File: config.mk
export PLATFORM = sky130hd
export DESIGN_NAME = dcache_ctrl
export DESIGN_NICKNAME = d
export VERILOG_FILES = /design/src/rtl/dcache_pkg.sv /design/src/rtl/dcache_line_array.sv /design/src/rtl/dcache_ctrl.sv
export SDC_FILE = /design/constraint.sdc
export NUM_CORES = 1
export LEC_CHECK = 0
export CAP_MARGIN = 20
export CORE_MARGIN = 5
export CORE_UTILIZATION = 41
export CTS_CLUSTER_DIAMETER = 50
export CTS_CLUSTER_SIZE = 10
export DETAILED_ROUTE_END_ITERATION = 16
export HOLD_SLACK_MARGIN = 0.08
export MAX_ROUTING_LAYER = met4
export SLEW_MARGIN = 10
export SYNTH_ARGS = -nofsm -noshare
export SYNTH_HDL_FRONTEND = slang
export SYNTH_SLANG_ARGS = --single-unit
File: constraint.sdc
create_clock -name clk -period 6.2 [get_ports clk]
set_input_delay 1.24 -clock clk [delete_from_list [all_inputs] [get_ports clk]]
set_output_delay 1.24 -clock clk [all_outputs]
set_load 0.1 [all_outputs]
File: src/rtl/dcache_pkg.sv
// Shared types and helpers for the direct-mapped write-back data cache.
// Optional feature macro: DCACHE_PERF_CNT_EN (hit/miss counters on dcache_ctrl).
package dcache_pkg;

    typedef enum logic [1:0] {
        IDLE      = 2'd0,
        WRITEBACK = 2'd1,
        ALLOCATE  = 2'd2
    } dcache_state_t;

    localparam int WORDS_PER_LINE = 4;
    localparam int LINE_W         = 128;
    localparam int OFF_W          = 2;

    // Word offset inside a line.
    function automatic logic [1:0] addr_offset(input logic [31:0] addr);
        return addr[1:0];
    endfunction

    // Line index, right-aligned; caller truncates to its index width.
    function automatic logic [31:0] addr_index(input logic [31:0] addr, input int idx_w);
        return (addr >> OFF_W) & ((32'd1 << idx_w) - 32'd1);
    endfunction

    // Tag, right-aligned; caller truncates to its tag width.
    function automatic logic [31:0] addr_tag(input logic [31:0] addr, input int idx_w);
        return addr >> (OFF_W + idx_w);
    endfunction

endpackage

File: src/rtl/dcache_line_array.sv
// Tag/state/data storage for the data cache: combinational read of one line,
// a single-word write port, a whole-line fill port and a synchronous clear.
module dcache_line_array
    import dcache_pkg::*;
#(
    parameter int NUM_LINES = 8,
    parameter int IDX_W     = 3,
    parameter int TAG_W     = 25
) (
    input  logic              clk,
    input  logic              rst,
    input  logic [IDX_W-1:0]  idx,
    output logic              rd_valid,
    output logic              rd_dirty,
    output logic [TAG_W-1:0]  rd_tag,
    output logic [LINE_W-1:0] rd_data,
    input  logic              wr_en,
    input  logic [1:0]        wr_off,
    input  logic [31:0]       wr_word,
    input  logic              fill_en,
    input  logic [TAG_W-1:0]  fill_tag,
    input  logic [LINE_W-1:0] fill_data
);

    logic [NUM_LINES-1:0] valid_q;
    logic [NUM_LINES-1:0] dirty_q;
    logic [TAG_W-1:0]     tag_q  [NUM_LINES];
    logic [LINE_W-1:0]    data_q [NUM_LINES];

    // Line state: a fill makes a line valid and clean, a word write makes it dirty.
    always_ff @(posedge clk) begin
        if (rst) begin
            valid_q <= '0;
            dirty_q <= '0;
        end else if (fill_en) begin
            valid_q[idx] <= 1'b1;
            dirty_q[idx] <= 1'b0;
        end else if (wr_en) begin
            dirty_q[idx] <= 1'b1;
        end
    end

    // Tag and data storage.
    // NOTE: no reset here on purpose -- contents are only trusted when valid is set.
    always_ff @(posedge clk) begin
        if (fill_en) begin
            tag_q[idx]  <= fill_tag;
            data_q[idx] <= fill_data;
        end else if (wr_en) begin
            data_q[idx][{wr_off, 5'b0} +: 32] <= wr_word;
        end
    end

    assign rd_valid = valid_q[idx];
    assign rd_dirty = dirty_q[idx];
    assign rd_tag   = tag_q[idx];
    assign rd_data  = data_q[idx];

endmodule

File: src/rtl/dcache_ctrl.sv
// Direct-mapped, write-back, write-allocate data cache controller.
// Hits complete with no stall; misses write back a dirty victim, then refill.
// Optional feature macro: DCACHE_PERF_CNT_EN adds hit_cnt / miss_cnt outputs.
module dcache_ctrl
    import dcache_pkg::*;
#(
    parameter int NUM_LINES = 8,
    parameter int ADDR_W    = 30
) (
    input  logic                clk,
    input  logic                rst,
    input  logic                proc_read,
    input  logic                proc_write,
    input  logic [ADDR_W-1:0]   proc_addr,
    input  logic [31:0]         proc_wdata,
    output logic [31:0]         proc_rdata,
    output logic                proc_stall,
    output logic                mem_read,
    output logic                mem_write,
    output logic [ADDR_W-3:0]   mem_addr,
    output logic [LINE_W-1:0]   mem_wdata,
    input  logic [LINE_W-1:0]   mem_rdata,
    input  logic                mem_ready
`ifdef DCACHE_PERF_CNT_EN
    ,
    output logic [31:0]         hit_cnt,
    output logic [31:0]         miss_cnt
`endif
);

    localparam int IDX_W = $clog2(NUM_LINES);
    localparam int TAG_W = ADDR_W - 2 - IDX_W;

    dcache_state_t     state;
    logic [31:0]       addr_ext;
    logic [IDX_W-1:0]  idx;
    logic [TAG_W-1:0]  tag;
    logic [1:0]        off;
    logic              line_valid;
    logic              line_dirty;
    logic [TAG_W-1:0]  line_tag;
    logic [LINE_W-1:0] line_data;
    logic              req;
    logic              hit;
    logic              idle_req;
    logic              wr_hit;
    logic              fill;

    assign addr_ext = 32'(proc_addr);
    assign idx      = IDX_W'(addr_index(addr_ext, IDX_W));
    assign tag      = TAG_W'(addr_tag(addr_ext, IDX_W));
    assign off      = addr_offset(addr_ext);

    assign req      = proc_read | proc_write;
    assign hit      = line_valid && (line_tag == tag);
    assign idle_req = !rst && (state == IDLE) && req;
    // A simultaneous read and write is served as a write.
    assign wr_hit   = idle_req && proc_write && hit;
    assign fill     = !rst && (state == ALLOCATE) && mem_ready;

    assign proc_stall = !rst && ((state != IDLE) || (req && !hit));
    assign proc_rdata = (idle_req && proc_read && hit) ? line_data[{off, 5'b0} +: 32] : 32'd0;

    dcache_line_array #(
        .NUM_LINES (NUM_LINES),
        .IDX_W     (IDX_W),
        .TAG_W     (TAG_W)
    ) u_lines (
        .clk       (clk),
        .rst       (rst),
        .idx       (idx),
        .rd_valid  (line_valid),
        .rd_dirty  (line_dirty),
        .rd_tag    (line_tag),
        .rd_data   (line_data),
        .wr_en     (wr_hit),
        .wr_off    (off),
        .wr_word   (proc_wdata),
        .fill_en   (fill),
        .fill_tag  (tag),
        .fill_data (mem_rdata)
    );

    // Miss FSM; memory-side outputs are registered so they are pure functions of state.
    // NOTE: sequential state uses non-blocking assignments so every register samples pre-edge values.
    always_ff @(posedge clk) begin
        if (rst) begin
            state     <= IDLE;
            mem_read  <= 1'b0;
            mem_write <= 1'b0;
            mem_addr  <= '0;
            mem_wdata <= '0;
        end else begin
            case (state)
                IDLE: begin
                    if (req && !hit) begin
                        if (line_valid && line_dirty) begin
                            state     <= WRITEBACK;
                            mem_write <= 1'b1;
                            mem_addr  <= {line_tag, idx};
                            mem_wdata <= line_data;
                        end else begin
                            state    <= ALLOCATE;
                            mem_read <= 1'b1;
                            mem_addr <= proc_addr[ADDR_W-1:2];
                        end
                    end
                end
                WRITEBACK: begin
                    if (mem_ready) begin
                        state     <= ALLOCATE;
                        mem_write <= 1'b0;
                        mem_read  <= 1'b1;
                        mem_addr  <= proc_addr[ADDR_W-1:2];
                    end
                end
                ALLOCATE: begin
                    if (mem_ready) begin
                        state    <= IDLE;
                        mem_read <= 1'b0;
                    end
                end
                default: state <= IDLE;
            endcase
        end
    end

`ifdef DCACHE_PERF_CNT_EN
    // Performance counters: zero-stall completions and misses leaving IDLE.
    always_ff @(posedge clk) begin
        if (rst) begin
            hit_cnt  <= '0;
            miss_cnt <= '0;
        end else if (idle_req) begin
            if (hit) hit_cnt  <= hit_cnt + 32'd1;
            else     miss_cnt <= miss_cnt + 32'd1;
        end
    end
`endif

endmodule

[Word-level counts from Yosys, hierarchy flattened]
Memory sizes are Yosys's and may differ from the RTL's.
Index checks and enable logic that the tools add are counted.
Storage, ports and cells
  input port bits: 195
  logic and storage cells: 341
  register bits after elaboration: 176
  output and inout port bits: 191
  memories: 2
  RAM bits: 1224
Memories
  u_lines.data_q: words 8, width 128, read ports 1, clocked after memory_dff 0, write ports 1, RTL line dcache_line_array.sv:28  | logic [LINE_W-1:0] data_q [NUM_LINES];
  u_lines.tag_q: words 8, width 25, read ports 1, clocked after memory_dff 0, write ports 1, RTL line dcache_line_array.sv:27  | logic [TAG_W-1:0] tag_q [NUM_LINES];
Cells by class
  $lt $le $gt $ge: 2
  add/subtract/negate cells: 1
  shift-type cells: 3
  reduce and logical (&&, ||, !) cells: 26
  eq/ne operators: 8
  bitwise logic cells: 133
  multiplexer cells: 159
Operator list (number)
  $mux 1: 141
  $or 1x1->1: 129
  $mux 128: 1
  $shift 32x9->128 const A: 1
  $shiftx 128x8->32: 1
  $shiftx 32x9->128: 1
  $mux 28: 3
  $pmux 28 s2: 1
  $mux 32: 1
  $eq 25x25->1: 1
  $mux 8: 2
  $or 8x8->8: 2
  $logic_and 1x1->1: 13
  $neg 7->9: 1
  $reduce_and 3->1: 3
  $and 8x8->8: 1
  $mux 2: 4
  $not 8->8: 1
  $bmux 1 s3: 2
  $ne 2x2->1 const B: 3
  $pmux 2 s3: 1
  $reduce_bool 2->1: 3
  $reduce_and 5->1: 1
  $lt 3x4->1 const B: 1
  other kinds (12): 14

[Longest topological paths before layout]
  depth in word-level cells: 9
  depth in mapped cells: 14
  gate-level depth less buffers: 8

[Hierarchy]
From an unflattened synthesis, not the netlist that was laid out.
Unflattened totals
  cells, all modules: 3071
  area, all modules: 56570.5 um^2
By module, submodules not included
  dcache_line_array: area an instance 48167.4 um^2, cells an instance 2249, seq. area each 37075.6 um^2, times used 1
  dcache_ctrl: area an instance 8403.1 um^2, cells an instance 822, seq. area each 3203.1 um^2, times used 1

[Least setup slack after synthesis]
Ideal clock, no wire load.
  path kind: input -> output
  from: input proc_addr[2]
  to: output proc_rdata[10]
  data arrival time: 5247 ps
  path slack: -287 ps
  data required time: 4960 ps
  cell stages on the path: 12
  cell sequence: buf_2 -> buf_2 -> mux4_2 -> mux2i_1 -> xor2_1 -> nand2_1 -> or4_1 -> nor4_2 -> buf_2 -> nand3_1 -> clkbuf_1 -> nor2_1
On the way
  word-level cells in the longest chain between the ends: 5
Ends and longest elaborated chain
  from (decl): RTL line dcache_ctrl.sv:14  | input logic [ADDR_W-1:0] proc_addr,
  parallel branches: the longest is 4 deep, another holds $mem_v2 8x128
  $mux 32 (*): RTL line dcache_ctrl.sv:62  | assign proc_rdata = (idle_req && proc_read && hit) ? line_data[{off, 5'b0} +: 32] : 32'd0;
  to (decl): RTL line dcache_ctrl.sv:16  | output logic [31:0] proc_rdata,
Every way passes the cells marked *. The select of a mux whose other input is x is not followed.

[Final worst setup path]
  from: input proc_addr[3]
  to: output proc_rdata[2]
Same word-level chain as after synthesis.

==> impl_metrics.csv <==
group,metric,value,unit
sta,rsz0062_at_grt,"false",
run,cap_violations,0,
synthesis,synthCells,3613,
synthesis,synth_edf_count,1224,
worst_hold_path,holdCritPathClass,"reg -> reg",
floorplanning,start_util,41.2,%
synthesis,synth_top_area_share,66.0,%
detailed_routing,vias,37700,
floorplanning,io_pins,386,
final_layout,nNetsFinal,4296,
sta,finalCriticalPeriod,6030,ps
synthesis,async_reset_ff_share,0,%
global_routing,grt_overflow,0,
synthesis,synth_most_common_cell,"edfxtp_1",
detailed_routing,drtPass1Iterations,6,
floorplanning,die_area,0.143,mm^2
final_layout,fillCellCount,11200,
clock_tree,hold_buffers,0,
sta,finalClockSkew,50.8,ps
sta,setup-tns-final,0,ps
synthesis,ys_ff_latch,1400,
critical_path,cp_max_fo,28,
critical_path,crit_type,"in -> out",
final_layout,seqCellArea,0.0403,mm^2
sta,worstMarginPinSlew,1390,ps
power_and_ir_drop,power_density,306,mW/mm^2
critical_path,worstPathRequired,4960,ps
sta,relSlewSlack,7.30,%
power_and_ir_drop,vdd_drop_max,0.218,mV
detailed_routing,post_drt_wl_per_cell,34.6,um
global_routing,grt_pass1_vias,35400,
clock_tree,clk_pin_slew,50,ps
clock_tree,cts_buffer_depth,3,
final_layout,fin_cells,6017,
detailed_routing,postRouteAntennaNets,0,
power_and_ir_drop,power,21.1,mW
synthesis,ys_seq_area_share,72.4,%
synthesis,synth_area_leader_cell,"edfxtp_1",
sta,timing.fmax,166,MHz
global_routing,track_usage,29.2,%
placement,routabilityCongestion,0.899,
final_layout,multi_input_area,0.0142,mm^2
placement,io_buffers,385,
clock_tree,h-tree-depth,4,
synthesis,synth.avg_cell_area,15.4,um^2
synthesis,syn_area,0.0557,mm^2
sta,post-route-period-util,97.3,%
synthesis,netlist_top_cells_area,"edfxtp_1 66%, dfxtp_1 6.3%, mux2i_1 4.3%",
clock_tree,cts_buffers,165,
floorplanning,num_rows,135,
critical_path,critical_path_arrival,4790,ps
floorplanning,core,0.135,mm^2
sta,final-max-slew-violation-count,0,
detailed_routing,drc,0,
clock_tree,clock_sinks,1400,
synthesis,yosysWarnings,0,
detailed_routing,vias_per_cell,6.27,
clock_tree,cts_tree,"built",
floorplanning,die_h,378,um
critical_path,end_kind,"primary output",
synthesis,ys.flop_type,"edfxtp_1",
clock_tree,root_buffer,"clkbuf_16",
critical_path,critPathLaunchType,"input port",
placement,dpl.cell_count,5709,
placement,hpwl,136000,um
final_layout,drive_above_1_share,15.7,%
detailed_routing,routed_wl,208000,um
global_routing,grt_max_degree,129,
synthesis,synth_nets,3813,
final_layout,area_growth_syn_to_layout,23.6,%
sta,hold_viol_final,0,
sta,setup_viol,0,
clock_tree,postCtsSetupBuffers,0,
clock_tree,clock_latency,770,ps
global_routing,antenna_found_initial,15,
synthesis,synth_cell_types,66,
synthesis,synth_common_cells,"1224 x edfxtp_1, 246 x a22oi_1, 241 x mux2i_1, 202 x clkbuf_1, 199 x nand2_1",
power_and_ir_drop,power.leakage,23.0,nW
detailed_routing,drt_iter0_drc,5753,
outcome,outcome,"completed",
floorplanning,fp.dieW,378,um
global_routing,grt_pass1_wl,285000,um
[critical path, stage by stage]
cell      delay (ps)
clkbuf_8         290
mux4_2           540
mux2i_1          240
xor2_1           330
nand3_1          120
or4_1            660
nor4_4           420
nand3_2          180
buf_12           210
nor2_1           260
buf_12           210
[area by class of cell]
cell class,count,area share (%)
diodes,24,0.0873
clock buffers,262,6.88
clock inverters,21,0.386
inverters,145,0.791
multi-input cells,1783,20.6
flip-flops and latches,1400,58.5
well taps,1781,3.24
repair buffers,601,9.42
[repair_timing]
action | in CTS | in global routing
pin swaps | 0 | 0
endpoints found under the setup margin | 1 | 2
gates resized for setup | 1 | 4
endpoints found under the hold margin | 0 | 0
[path summary, 6_finish.rpt]
check | start | end | slack [ps] | cells after the start
setup / recovery | proc_addr[3] | proc_rdata[2] | 170 | 11
setup reg to reg | u_lines.tag_q[6][4]$_DFFE_PP_ | u_lines.data_q[7][0]$_DFFE_PP_ | 1610 | 10
hold reg to reg | mem_addr[9]$_SDFFE_PP0P_ | mem_addr[9]$_SDFFE_PP0P_ | 460 | 2
hold / removal | mem_addr[9]$_SDFFE_PP0P_ | mem_addr[9]$_SDFFE_PP0P_ | 460 | 2
[layout by cell type (no fill, tap or decap), types with 11 or more instances in the layout]
cell type / Yosys / routed
edfxtp_1: 1224 / 1224
clkdlybuf4s50_1: 0 / 345
a22oi_1: 246 / 246
mux2i_1: 241 / 241
nand2_1: 199 / 198
dfxtp_1: 176 / 176
clkbuf_16: 0 / 175
buf_4: 9 / 164
inv_1: 144 / 143
a211oi_1: 139 / 139
a31oi_1: 129 / 129
a21oi_1: 140 / 107
nor2_1: 107 / 95
a221oi_1: 87 / 86
buf_12: 0 / 86
clkbuf_1: 202 / 84
mux2_2: 63 / 63
mux4_2: 60 / 60
a22o_1: 52 / 52
and4_1: 50 / 50
o21ai_0: 35 / 35
a21oi_4: 0 / 32
and3_1: 33 / 31
diode_2: 0 / 24
a222oi_1: 22 / 22
nand4_1: 14 / 14
o211ai_1: 14 / 14
o22ai_1: 12 / 11
a211oi_2: 11 / 11
[metal layers]
layer	track usage (%)	wire length (um)	vias to the layer above	part of all wire [%]
li1	-	-	15400	-
met1	40.1	83000	19500	40
met2	42.3	92300	2538	44
met3	7.98	25700	329	12
met4	9.43	6860	0	3.3
met5	-	0	-	0
[flip-flops by register name (all words and copies together) (netlist names), named ones only]
signal / flops
u_lines.data_q: 1024
u_lines.tag_q: 200
mem_wdata: 128
mem_addr: 28
u_lines.valid_q: 8
state: 2
mem_read: 1
mem_write: 1
[through the flow]
step | setup slack, ps | instance area, um^2 | hold WS (ps) | util [%]
detailed placement | 10.9 | 63700 | 452 | 47.1
global placement | 16.6 | 63600 | 446 | 47.1
floorplan | -287 | 55700 | 429 | -
CTS | 12.2 | 68700 | 461 | 50.9
global route | 4.45 | 68800 | 483 | 50.9
finish | 168 | 68800 | 459 | 50.9
[report_power, final]
group | internal, mW | total, mW | switching (mW)
clock | 5.33 | 9.07 | 3.74
sequential | 10.3 | 10.3 | 0.0224
combinational | 0.519 | 1.68 | 1.16
total | 16.2 | 21.1 | 4.92
[logic make-up (layout without fill, tap and decap cells)]
logic type | Yosys count | in the layout | share of synthesized area (%)
AOI/OAI and AO/OA | 923 | 923 | 12.0
adders and majority gates | 5 | 5 | 0.112
buffers and inverters | 430 | 1029 | 3.06
muxes | 364 | 364 | 8.04
xor gates and xnor gates | 12 | 12 | 0.189
and+or+nand+nor | 479 | 479 | 4.28
other | 0 | 24 | 0
DFF | 1400 | 1400 | 72.4
Power figures use the tool's default switching activity.
